$ cat config.mk
export PLATFORM = sky130hd
export DESIGN_NAME = ppu_read_port
export DESIGN_NICKNAME = d
export VERILOG_FILES = /design/src/rtl/ppu_pkg.sv /design/src/rtl/open_bus_latch.sv /design/src/rtl/ppu_read_port.sv
export SDC_FILE = /design/constraint.sdc
export NUM_CORES = 1
export LEC_CHECK = 0
export ABC_AREA = 1
export CAP_MARGIN = 25
export CORE_ASPECT_RATIO = 1.25
export CORE_MARGIN = 5
export CORE_UTILIZATION = 50
export CTS_CLUSTER_DIAMETER = 30
export DETAILED_ROUTE_END_ITERATION = 7
export GPL_ROUTABILITY_DRIVEN = 0
export PLACE_DENSITY = 0.81
export SYNTH_ARGS = -nofsm -noshare
export SYNTH_HDL_FRONTEND = slang
export SYNTH_HIERARCHICAL = 1
export SYNTH_SLANG_ARGS = --single-unit
$ cat constraint.sdc
create_clock -name clk -period 2.12 [get_ports clk]
set_input_delay 0.318 -clock clk [delete_from_list [all_inputs] [get_ports clk]]
set_output_delay 0.318 -clock clk [all_outputs]
set_load 0.05 [all_outputs]
$ cat src/rtl/ppu_pkg.sv
// Shared constants and types for the PPU CPU-facing register read port.
// Register indices, frame timing events, status bit positions and palette decode.
package ppu_pkg;

  // CPU register indices ($2000 + ain)
  localparam logic [2:0] PPUCTRL   = 3'd0;
  localparam logic [2:0] PPUSTATUS = 3'd2;
  localparam logic [2:0] OAMDATA   = 3'd4;
  localparam logic [2:0] PPUDATA   = 3'd7;

  // Frame timing: flags change on dot 1 of these scanlines
  localparam logic [8:0] VBLANK_LINE    = 9'd241;
  localparam logic [8:0] PRERENDER_LINE = 9'd261;
  localparam logic [8:0] FLAG_DOT       = 9'd1;

  // PPUSTATUS bit positions
  localparam int STATUS_VBLANK_BIT  = 7;
  localparam int STATUS_SPRITE0_BIT = 6;
  localparam int STATUS_OVF_BIT     = 5;

  // Mask of the PPUSTATUS bits driven by flags; the rest come from open bus
  localparam logic [7:0] STATUS_DRIVEN_MASK = 8'hE0;
  // Palette reads drive only the low 6 bits
  localparam logic [7:0] PALETTE_DRIVEN_MASK = 8'h3F;

  localparam logic [5:0] PALETTE_PAGE = 6'h3F;

  // Decay counter width; DECAY_CYCLES must fit in it
  localparam int DECAY_W = 22;

  // A CPU bus drive: which bits the PPU actually drives, and their values
  typedef struct packed {
    logic [7:0] mask;
    logic [7:0] value;
  } bus_drive_t;

  function automatic logic is_palette_page(input logic [5:0] page);
    return page == PALETTE_PAGE;
  endfunction

endpackage

$ cat src/rtl/open_bus_latch.sv
// CPU open-bus latch: refreshed by every driven bus bit, decays to zero after
// DECAY_CYCLES ce ticks without a refresh.
module open_bus_latch
  import ppu_pkg::*;
#(
  parameter int unsigned DECAY_CYCLES = 3000000
) (
  input  logic       clk,
  input  logic       reset_n,
  input  logic       ce,
  input  logic       refresh,
  input  logic [7:0] drive_mask,
  input  logic [7:0] drive_value,
  output logic [7:0] value
);

  localparam logic [DECAY_W-1:0] DECAY_LIMIT = DECAY_W'(DECAY_CYCLES);

  logic [DECAY_W-1:0] decay_cnt;
  logic [DECAY_W-1:0] cnt_next;

  // Saturates at the limit so the latch stays zero until the next refresh
  always_comb begin
    cnt_next = (decay_cnt == DECAY_LIMIT) ? decay_cnt : decay_cnt + DECAY_W'(1);
  end

  // NOTE: sequential state uses non-blocking assignments so every register
  // samples pre-edge values, independent of statement order.
  always_ff @(posedge clk or negedge reset_n) begin
    if (!reset_n) begin
      value     <= 8'h00;
      decay_cnt <= '0;
    end else if (ce) begin
      if (refresh) begin
        value     <= (value & ~drive_mask) | (drive_value & drive_mask);
        decay_cnt <= '0;
      end else begin
        decay_cnt <= cnt_next;
        if (cnt_next == DECAY_LIMIT) value <= 8'h00;
      end
    end
  end

endmodule

$ cat src/rtl/ppu_read_port.sv
// PPU CPU-side register read port: status flags, NMI generation, PPUDATA read
// buffer and the read data mux with open-bus fill for undriven bits.
module ppu_read_port
  import ppu_pkg::*;
#(
  parameter int unsigned DECAY_CYCLES = 3000000
) (
  input  logic        clk,
  input  logic        reset_n,
  input  logic        ce,
  input  logic [2:0]  ain,
  input  logic [7:0]  din,
  input  logic        read,
  input  logic        write,
  input  logic [8:0]  scanline,
  input  logic [8:0]  cycle,
  input  logic        sprite0_hit_in,
  input  logic        sprite_ovf_in,
  input  logic [13:0] vram_addr,
  input  logic [7:0]  vram_din,
  input  logic [5:0]  palette_din,
  input  logic [7:0]  oam_din,
  output logic [7:0]  dout,
  output logic        nmi
);

  logic       nmi_enable;
  logic       vblank_flag;
  logic       sprite0_flag;
  logic       ovf_flag;
  logic [7:0] read_buf;
  logic [7:0] openbus;

  logic       vblank_set;
  logic       frame_clear;
  logic       status_read;
  logic       palette_sel;
  bus_drive_t drv;

  // Only the page bits select palette space; the low byte is decoded outside
  logic unused_addr_bits;
  assign unused_addr_bits = ^vram_addr[7:0];

  assign vblank_set  = (scanline == VBLANK_LINE)    && (cycle == FLAG_DOT);
  assign frame_clear = (scanline == PRERENDER_LINE) && (cycle == FLAG_DOT);
  assign status_read = read && (ain == PPUSTATUS);
  assign palette_sel = is_palette_page(vram_addr[13:8]);

  // NOTE: every combinational output gets a default before the case so no
  // path leaves it unassigned, which would infer a latch.
  always_comb begin
    drv.mask  = 8'hFF;
    drv.value = openbus;
    unique case (ain)
      PPUSTATUS: begin
        drv.mask  = STATUS_DRIVEN_MASK;
        drv.value = openbus;
        drv.value[STATUS_VBLANK_BIT]  = vblank_flag;
        drv.value[STATUS_SPRITE0_BIT] = sprite0_flag;
        drv.value[STATUS_OVF_BIT]     = ovf_flag;
      end
      OAMDATA: drv.value = oam_din;
      PPUDATA: begin
        if (palette_sel) begin
          drv.mask  = PALETTE_DRIVEN_MASK;
          drv.value = {openbus[7:6], palette_din};
        end else begin
          drv.value = read_buf;
        end
      end
      default: drv.value = openbus;
    endcase
  end

  assign dout = reset_n ? drv.value : 8'h00;
  assign nmi  = nmi_enable & vblank_flag;

  always_ff @(posedge clk or negedge reset_n) begin
    if (!reset_n) begin
      nmi_enable <= 1'b0;
      read_buf   <= 8'h00;
    end else if (ce) begin
      if (write && (ain == PPUCTRL)) nmi_enable <= din[7];
      if (read && (ain == PPUDATA))  read_buf   <= vram_din;
    end
  end

  // A status read on the set dot suppresses vblank for the whole frame
  always_ff @(posedge clk or negedge reset_n) begin
    if (!reset_n) begin
      vblank_flag  <= 1'b0;
      sprite0_flag <= 1'b0;
      ovf_flag     <= 1'b0;
    end else if (ce) begin
      if (frame_clear) begin
        vblank_flag  <= 1'b0;
        sprite0_flag <= 1'b0;
        ovf_flag     <= 1'b0;
      end else begin
        if (vblank_set)       vblank_flag <= ~status_read;
        else if (status_read) vblank_flag <= 1'b0;
        if (sprite0_hit_in)   sprite0_flag <= 1'b1;
        if (sprite_ovf_in)    ovf_flag     <= 1'b1;
      end
    end
  end

  open_bus_latch #(
    .DECAY_CYCLES (DECAY_CYCLES)
  ) u_open_bus (
    .clk         (clk),
    .reset_n     (reset_n),
    .ce          (ce),
    .refresh     (read | write),
    .drive_mask  (write ? 8'hFF : drv.mask),
    .drive_value (write ? din   : drv.value),
    .value       (openbus)
  );

endmodule

### Word-level counts from Yosys, hierarchy flattened

Index checks and enable logic that the tools add are counted.
W data, S select, Z words.

* add/subtract/negate cells: 1
* eq/ne operators: 9
* muxes and demuxes: 18
* bitwise gates (word level): 7
* reductions and logical operators: 16

Operators with widths (count)
* $mux W8: 7
* $eq A22 B22 Y1 const B: 2
* $mux W22: 2
* $pmux W8 S3: 1
* $add A22 B1 Y22 const B: 1
* $and A8 B8 Y8: 2
* $pmux W8 S2: 1
* $reduce_and A2 Y1: 6
* $eq A9 B1 Y1 const B: 1
* $eq A9 B8 Y1 const B: 1
* $eq A9 B9 Y1 const B: 1
* $not A8 Y8: 1
* $or A8 B8 Y8: 1
* $mux W1: 7
* $eq A3 B3 Y1 const B: 2
* $eq A6 B6 Y1 const B: 1
* $reduce_bool A2 Y1: 3
* $logic_and A1 B1 Y1: 5
* $eq A3 B2 Y1 const B: 1
* $logic_not A3 Y1: 1
* $reduce_bool A3 Y1: 1
* $and A1 B1 Y1: 1
* $not A1 Y1: 1
* $or A1 B1 Y1: 1

* flip-flop bits (word level): 42
* output and inout bits: 9
* logic and storage cells: 58

### Longest topological paths before layout

Gate-level depths: netlist (run 1).

* depth after elaboration: 8
* depth in mapped cells: 16
* depth with buffers taken out: 16

### Cells and area by module

Netlist (run 1), hierarchy kept.

By module, submodules not included
* open_bus_latch: instances 1, cells an instance 307, area each 2083.2 sq um, sequential area each 750.7 sq um
* ppu_read_port: instances 1, cells an instance 196, area each 1139.8 sq um, sequential area each 300.3 sq um

### Least setup slack after synthesis (run 1)

No wires, ideal clock.

* path kind: input port to output port
* start point: input port vram_addr[9]
* end point: output port dout[6]
* data arrival time: 1596 ps
* data required time: 1802 ps
* path slack: 206 ps
* stages on the path: 6
* buffers on the path: 0
* cell sequence: nand2_1 -> nor2_4 -> nand3_1 -> nand2_1 -> nand2_1 -> a21oi_1

* cells in the longest elaborated chain, start to end: 4

RTL lines
* start, declared: RTL line ppu_read_port.sv:19 `input logic [13:0] vram_addr,`
* $eq A6 B6 Y1: RTL line ppu_pkg.sv:38 `return page == PALETTE_PAGE;`
* $mux W8: RTL line ppu_read_port.sv:64 `if (palette_sel) begin`
* $pmux W8 S3: RTL line ppu_read_port.sv:54 `unique case (ain)`
* $mux W8: RTL line ppu_read_port.sv:75 `assign dout = reset_n ? drv.value : 8'h00;`
* end, declared: RTL line ppu_read_port.sv:23 `output logic [7:0] dout,`

Every way passes these cells.

### Final worst setup path (run 1)

* start point: input port vram_addr[8]
* end point: output port dout[4]

The elaborated chain is that of the path after synthesis.

==> impl_results.md, run 1 <==
* Power per Cell Area at 447 nW/um^2
* Register-to-register path setup slack at 0.06 ns
* Placed Instance Area at roughly 4300 sq um
* Internal power contribution at 1.42 mW
* Setup clock skew after layout at between 0.006 and 0.007 ns
* Antenna-violating nets left at 0
* Iter 0 DRT Violations at 190
* Non-Filler Cell Area, Final at about 4600 sq um
* Routed via count divided by cell count at about 5.2
* I/O pin total at a little over 80
* Synthesis-to-finish area growth at 42.9%
* Worst R2R End: u_open_bus/value[1]
* Count of non-filler cells in the finished layout at 696
* Fraction of power consumed by the clock network at 0.277
* Average routed wire per standard cell at between 10 and 15 microns
* Unrepaired setup endpoints after global routing: yes
* Crit path arrival time at 1.74 ns
* CTS tree: built
* Iteration count of the initial detailed-routing pass at 5
* Initial antenna violation count at 0
* Synthesis Warnings at 6
* Starting density of the core at 0.519
* Kind of end point of the critical path: output port
* Leakage power at around 2.2 nW
* Share of the clock period used by the worst path after layout at 0.971
* Port Buf Inserts at between 70 and 80
* Floorplan core area at 6210 sq um
* Max frequency at 486 MHz
* Depth of the most critical reg-to-reg path at 13
* Post-Syn Area at approximately 3200 sq um
* Final Setup Violations at 0
* Kind of start point of the critical path: input pin
* CTS Root Cell: sky130_fd_sc_hd__clkbuf_8
* Total DRC errors in the routed layout at 0
* Cell Rows at 32
* Proportion of layout cells with a drive suffix above 1 at 0.219
* Seq/Total Area, Yosys at 0.326
* Peak ir drop on the vdd network at between 0.0003 and 0.0004 V
* Worst hold path type: in2async
* Category of the most critical setup path: in2out
* Aggregate global routing overflow at 0
* Switching power at roughly 0.64 mW
* Final total power at 2.06 mW
* Final setup slack of the worst path at 0.0608 ns
* Maximum number of pins on one net before global-route repair at 27
* Global-route wire length before repair at ~15 mm
* X dimension of the die at 81.8 microns
* Clock transition at the registers of the reported paths at roughly 0.08 ns
* Post-Syn Instances at 503
* Fin crit period at ~2 ns
* Die ar. at about 8000 sq um
* Global routing met2 resource utilization at 0.403
* Highest fanout seen on the critical path at 5
* Total global routing track utilization at 0.226
* Final HPWL DP at ~6.9 mm
* Num Clock Sinks at between 40 and 50
* Launching point of the worst reg2reg path: u_open_bus/decay_cnt[12]
* Met3 usage at 0.0598
* Worst Setup Slack post-DPL at -0.0143 ns
* Most common cell after layout, fill and taps aside: sky130_fd_sc_hd__nand2_1
* Vias in the first global route at between 3000 and 4000
* Vias at between 3000 and 4000
* Rel. slew slack at 0.664
* Diodes inserted at 0
* Avg Synthesized Cell Area at 6.41 sq um
* Transition time of the tightest slew-check pin at around 0.50 ns
* Run status: finished clean
* Critical Path RT at ~1.8 ns
* Max Slew Vio Count at 0
* Total number of H-tree levels at 2
* Chip height at around 100 microns
* Portion of total power attributed to combinational logic at 0.283
* Part of the power in registers at 0.440
* Switching fraction of total power at 0.311
* Most frequent cells in the layout: sky130_fd_sc_hd__nand2_1 (158), sky130_fd_sc_hd__inv_1 (62), sky130_fd_sc_hd__clkdlybuf4s50_1 (60)
* Number of failing hold endpoints at the final stage at 0
* Post-synthesis cell type count at 33
* Count of max-cap constraint violations at 0
* Util after Layout at 0.742
* Global routing usage on met1 at 0.255
* Inst Count DP at just under 700
* Clk buf depth at 2
* FF+latch count, synth at between 40 and 50
* Setup TNS at 0 ns
* Number of nets in the final layout at 684
* Routed Wire Length at about 9 mm
* Hold slack final at between 0.4 and 0.5 ns
* Number of buffers created by CTS at 5
* Insertion delay to the later sink of the worst-skew pair at 0.30 ns
* Highest-utilization routing layer at the global route stage: met2
## cell type report
class,count,area [sq um]
clock inverter,2,12.5
clock buffer,6,82.6
inverter,75,289
fill,488,1600
tap,85,106
multi-input combinational,380,2000
sequential,42,1060
timing repair buffer,106,1060
## metal layers
layer | part of all wire | routed length, microns | vias to the layer above
met5 | 0 | 0 | -
met4 | 0.026 | 243 | 0
met3 | 0.068 | 624 | 24
met2 | 0.52 | 4810 | 138
met1 | 0.38 | 3550 | 1637
li1 | - | - | 1790
## how the worst max path moves through the flow
stage,from,to,slack (ns),cells past startpoint
2_1_floorplan,vram_addr[9],dout[6],0.21,6
3_3_place_gp,vram_addr[9],dout[5],-0.01,10
3_5_place_dp,ain[1],dout[6],-0.01,8
4_1_cts,vram_addr[11],dout[0],0.004,11
5_1_grt,u_open_bus/decay_cnt[10],u_open_bus/value[1],-0.17,15
6_report,vram_addr[8],dout[4],0.06,11
## cell usage after synthesis, drive strengths merged
master / n / share of area
nand2: 174 / 0.21
nand3b: 3 / 0.011
nor2: 79 / 0.11
o21ai: 21 / 0.035
nand3: 47 / 0.083
buf: 2 / 0.0039
a211oi: 8 / 0.019
xor2: 11 / 0.030
o22ai: 11 / 0.021
or2: 2 / 0.0039
clkbuf: 5 / 0.0058
ha: 2 / 0.0078
inv: 72 / 0.084
dfrtp: 42 / 0.33
conb: 1 / 0.0012
a21oi: 6 / 0.0093
clkinv: 3 / 0.0050
nand4: 10 / 0.019
mux2: 3 / 0.010
and2: 1 / 0.0019
## critical path: stages
cell                              delay, ns
sky130_fd_sc_hd__clkdlybuf4s50_1       0.47
sky130_fd_sc_hd__nand2_2               0.06
sky130_fd_sc_hd__nor2_4                0.18
sky130_fd_sc_hd__buf_4                 0.13
sky130_fd_sc_hd__buf_4                 0.09
sky130_fd_sc_hd__nand3_1               0.06
sky130_fd_sc_hd__nand3_1               0.09
sky130_fd_sc_hd__nand3_2               0.07
sky130_fd_sc_hd__nand2_1               0.07
sky130_fd_sc_hd__inv_2                 0.05
sky130_fd_sc_hd__buf_12                0.14
## timing repair
item	in CTS	in global routing
pin swaps	1	10
endpoints found under the setup margin	7	16
setup buffers	1	9
hold buffers	1	0
hold endpoints to repair	7	0
resized for setup	4	52
## power groups by stage
stage / registers [mW] / logic [mW] / clock network, mW
3_5_place_dp: 0.917 / 0.556 / 0
5_1_grt: 0.914 / 0.640 / 0.604
2_1_floorplan: 0.907 / 0.276 / 0
4_1_cts: 0.902 / 0.562 / 0.579
6_report: 0.905 / 0.583 / 0.570
3_3_place_gp: 0.915 / 0.545 / 0
## cells by family (layout without fill, tap and decap cells)
family / Yosys count / count (layout) / synth area share
other cells: 1 / 2 / 0.00116
fa+ha+maj: 2 / 2 / 0.00776
simple gates: 316 / 316 / 0.442
xor+xnor: 11 / 11 / 0.0299
mux: 3 / 3 / 0.0105
flops: 42 / 42 / 0.326
compound gates: 46 / 46 / 0.0842
buf+inv: 82 / 189 / 0.0986
## flip-flops by register name, indices dropped and copies added, names as in the netlist
register / cells
u_open_bus/decay_cnt: 22
read_buf: 8
u_open_bus/value: 8
nmi_enable: 1
ovf_flag: 1
sprite0_flag: 1
vblank_flag: 1
No activity file was read; power rests on OpenSTA's default activity.
==> inputs of run 2 (changes only) <==
--- a/config.mk
+++ b/config.mk
@@ -9,12 +9,11 @@
 export CAP_MARGIN = 25
 export CORE_ASPECT_RATIO = 1.25
 export CORE_MARGIN = 5
-export CORE_UTILIZATION = 50
+export CORE_UTILIZATION = 49
 export CTS_CLUSTER_DIAMETER = 30
 export DETAILED_ROUTE_END_ITERATION = 7
 export GPL_ROUTABILITY_DRIVEN = 0
 export PLACE_DENSITY = 0.81
 export SYNTH_ARGS = -nofsm -noshare
 export SYNTH_HDL_FRONTEND = slang
-export SYNTH_HIERARCHICAL = 1
 export SYNTH_SLANG_ARGS = --single-unit
==> run 2 against run 1 <==
Die area down 5.6%; critical path depth up 3; sequential share of layout area up 1.1 points; register-to-register slack worse by 0.03 ns; global-route usage up 1.7 points; flip-flop and latch count unchanged; worst hold slack worse by 0.34 ns; fmax down 1.4%; count of clock-buffer cells in the layout unchanged; design area down 5.3%; final cell count down 9.5%; clock skew up 0.0051 ns.
==> impl_results.md, run 2 <==
* Post-synthesis cell type count at 30 (-9.1%)
* Register-to-register path setup slack at 0.03 ns (-0.03 ns)
* Worst hold path type: in2async
* Largest Register: u_open_bus.decay_cnt
* Routed Wire Length at 9.72 mm (+5.3%)
* Number of buffers created by CTS at 5 (unchanged)
* Share of the synthesized area in the top cell type at 0.355 (+0.0288)
* Clock transition at the registers of the reported paths at 0.09 ns (about the same)
* Synthesis-to-finish area growth at 47.3%
* Worst stage delay on the critical path at 0.44 ns (-0.03 ns)
* Setup clock skew after layout at 0.0117 ns (+0.00508 ns)
* Port Buf Inserts at 72 (unchanged)
* Final setup slack of the worst path at 0.0320 ns (-0.0288 ns)
* I/O pin total at 81 (unchanged)
* Starting density of the core at 0.506 (-0.0137)
* Most frequent cells in the layout: sky130_fd_sc_hd__nand2_1 (126), sky130_fd_sc_hd__inv_1 (56), sky130_fd_sc_hd__clkdlybuf4s50_1 (54)
* Cell with the largest stage delay on the worst path: sky130_fd_sc_hd__dfrtp_2
* Antenna-violating nets left at 0 (unchanged)
* Worst Setup Slack post-DPL at -0.171 ns (-0.157 ns)
* Floorplan core area at 5860 sq um (-5.6%)
* Crit path arrival time at 2.28 ns (+0.54 ns)
* Maximum number of pins on one net before global-route repair at 43 (+59%)
* Crit path depth at 14 (+3)
* Cell type with the highest aggregate area in the netlist: sky130_fd_sc_hd__dfrtp_1
* Power per Cell Area at 520 nW/um^2 (+16%)
* Most instantiated library cell after synthesis: sky130_fd_sc_hd__nand2_1
* Peak ir drop on the vdd network at 0.000349 V (+11%)
* Global-route wire length before repair at 15.3 mm (+3.4%)
* Aggregate global routing overflow at 0 (unchanged)
* Ys async rst share at 1.00 (unchanged)
* Transition time of the tightest slew-check pin at 0.560 ns (+0.0587 ns)
* Commonest cells in the synthesized netlist: sky130_fd_sc_hd__nand2_1 (129), sky130_fd_sc_hd__inv_1 (61), sky130_fd_sc_hd__nor2_1 (55)
* Primary flip-flop cell chosen by synthesis mapping: sky130_fd_sc_hd__dfrtp_1
* Die ar. at 7710 sq um (-5.6%)
* Number of filler instances in the final layout at 408 (-16%)
* Routed via count divided by cell count at 5.46 (+5.9%)
* Largest registers ranked by flip-flop count: u_open_bus.decay_cnt x22, read_buf x8, u_open_bus.value x8
* Total global routing track utilization at 0.243 (+0.0166)
* Total DRC errors in the routed layout at 0 (unchanged)
* Max Slew Vio Count at 0 (unchanged)
* Rel. slew slack at 0.626 (-0.0381)
* Util after Layout at 0.745 (+0.00278)
* Post-Syn Instances at 451 (-10%)
* Crit path max-delay family: simple AND/OR/NAND/NOR gates
* Max frequency at 479 MHz (-1.4%)
* Iteration count of the initial detailed-routing pass at 5 (unchanged)
* CTS Root Cell: sky130_fd_sc_hd__clkbuf_8
* Chip height at 96.9 microns (-2.9%)
* Proportion of layout cells with a drive suffix above 1 at 0.175 (-0.0441)
* Insertion delay to the later sink of the worst-skew pair at 0.30 ns (about the same)
* Synthesized netlist net count at about 530
* Number of flip-flops in the largest register at 22 (unchanged)
* Unrepaired setup endpoints after global routing: yes
* Dominant cell type by count on the critical path: sky130_fd_sc_hd__nand2_1
* Count of max-cap constraint violations at 0 (unchanged)
* Highest fanout seen on the critical path at 8 (+3)
* Kind of end point of the critical path: flop
* Depth of the most critical reg-to-reg path at 14 (+1)
* Share of the clock period used by the worst path after layout at 0.985 (+0.0136)
* Average routed wire per standard cell at 15.4 microns (+16%)
* Final HPWL DP at 6.89 mm (-0.73%)
* Vias in the first global route at 3434 (-2.0%)
* Worst Path Buf+Inv at 0 (-5)
* Post-Syn Area at 2960 sq um (-8.1%)
* Synthesis Warnings at 0 (-6)
* Cells traversed along the worst timing path: ha_4, nand2_4, nor2_4, nand3_4, nor2_2, nand3_1, nand2_1, nand2_1, nor2_2, nand3_2, nand2_4, nand2_4, nand2_1, nand2_1
* EDFF count, synth at 0 (unchanged)
* Setup TNS at 0 ns (unchanged)
* Run status: finished clean
* Cell Rows at 31 (-3.1%)
* Num Clock Sinks at 42 (unchanged)
* CTS tree: built
* X dimension of the die at 79.5 microns (-2.8%)
* Leakage power at 1.94 nW (-11%)
* Non-Filler Cell Area, Final at 4360 sq um (-5.3%)
* Clk buf depth at 2 (unchanged)
* Most common cell after layout, fill and taps aside: sky130_fd_sc_hd__nand2_1
* Initial antenna violation count at 0 (unchanged)
* Fin crit period at 2.09 ns (+0.0288 ns)
* Vias at 3439 (-4.2%)
* Avg Synthesized Cell Area at 6.57 sq um (+2.5%)
* Total number of H-tree levels at 2 (unchanged)
* Final Setup Violations at 0 (unchanged)
* Number of failing hold endpoints at the final stage at 0 (unchanged)
* Number of nets in the final layout at 621 (-9.2%)
* Placed Instance Area at 3980 sq um (-6.9%)
* Kind of start point of the critical path: flop
* FF+latch count, synth at 42 (unchanged)
* Final total power at 2.27 mW (+10%)
* Iter 0 DRT Violations at 201 (+5.8%)
* Top cells by area in the synthesized netlist: sky130_fd_sc_hd__dfrtp_1 (35%), sky130_fd_sc_hd__nand2_1 (16%), sky130_fd_sc_hd__inv_1 (7.7%), sky130_fd_sc_hd__nor2_1 (7.0%), sky130_fd_sc_hd__nand3_1 (5.9%)
* Category of the most critical setup path: reg2reg
* Seq/Total Area, Yosys at 0.355 (+0.0288)
* Critical Path RT at 2.31 ns (+0.51 ns)
* Diodes inserted at 0 (unchanged)
## run 2: layout make-up
type | count | area, sq um | area share
clock buffer | 6 | 82.6 | 0.0189
clock inverter | 2 | 60.1 | 0.0138
inverter | 61 | 231 | 0.0531
multi-input combinational | 341 | 1820 | 0.417
sequential | 42 | 1060 | 0.242
tap | 82 | 103 | 0.0235
timing repair buffer | 96 | 1010 | 0.231
## run 2: cells by family (layout without fill, tap and decap cells)
| group | count (synthesis) | in the layout | synth area share |
|---|---|---|---|
| buffers and inverters | 69 | 165 | 0.0879 |
| muxes | 1 | 1 | 0.00380 |
| xor gates and xnor gates | 9 | 9 | 0.0266 |
| AOI/OAI and AO/OA | 71 | 71 | 0.138 |
| DFF | 42 | 42 | 0.355 |
| and+or+nand+nor | 257 | 258 | 0.381 |
| adders and majority gates | 2 | 2 | 0.00845 |
## run 2: through the flow
stage          hold WS (ns)  instances
6_report             0.0958        630
5_1_grt               0.137        630
4_1_cts               0.121        626
3_5_place_dp          0.446        615
3_3_place_gp          0.447        615
2_1_floorplan        0.0224        451
## run 2: final timing paths
check,from,endpoint
worst max-delay path,u_open_bus.decay_cnt[0],u_open_bus.value[6]
worst min-delay path,reset_n,read_buf[3]
worst max register to register,u_open_bus.decay_cnt[0],u_open_bus.value[6]
worst min register to register,u_open_bus.value[3],u_open_bus.value[3]
max in group asynchronous,reset_n,u_open_bus.decay_cnt[5]
min in group clk,u_open_bus.value[3],u_open_bus.value[3]
## run 2: timing repair
action,CTS,global route
gates resized for setup,30,34
setup endpoints to repair,16,16
hold buffers,0,0
gates cloned,1,1
setup buffers,2,3
pin swaps,10,17
endpoints found under the hold margin,0,0
## run 2: power by group
part | switching [mW] | total (mW) | leakage [nW] | internal (mW)
clock network | 0.295 | 0.798 | 0.0714 | 0.503
registers | 0.0357 | 0.901 | 0.541 | 0.866
logic | 0.288 | 0.570 | 1.33 | 0.283
## run 2: routing by layer
layer	vias up	wire length, microns	global-route usage
met5	-	0	0
met4	0	296	0.0913
met2	156	5030	0.437
li1	1669	-	-
met3	33	778	0.0455
met1	1581	3610	0.278
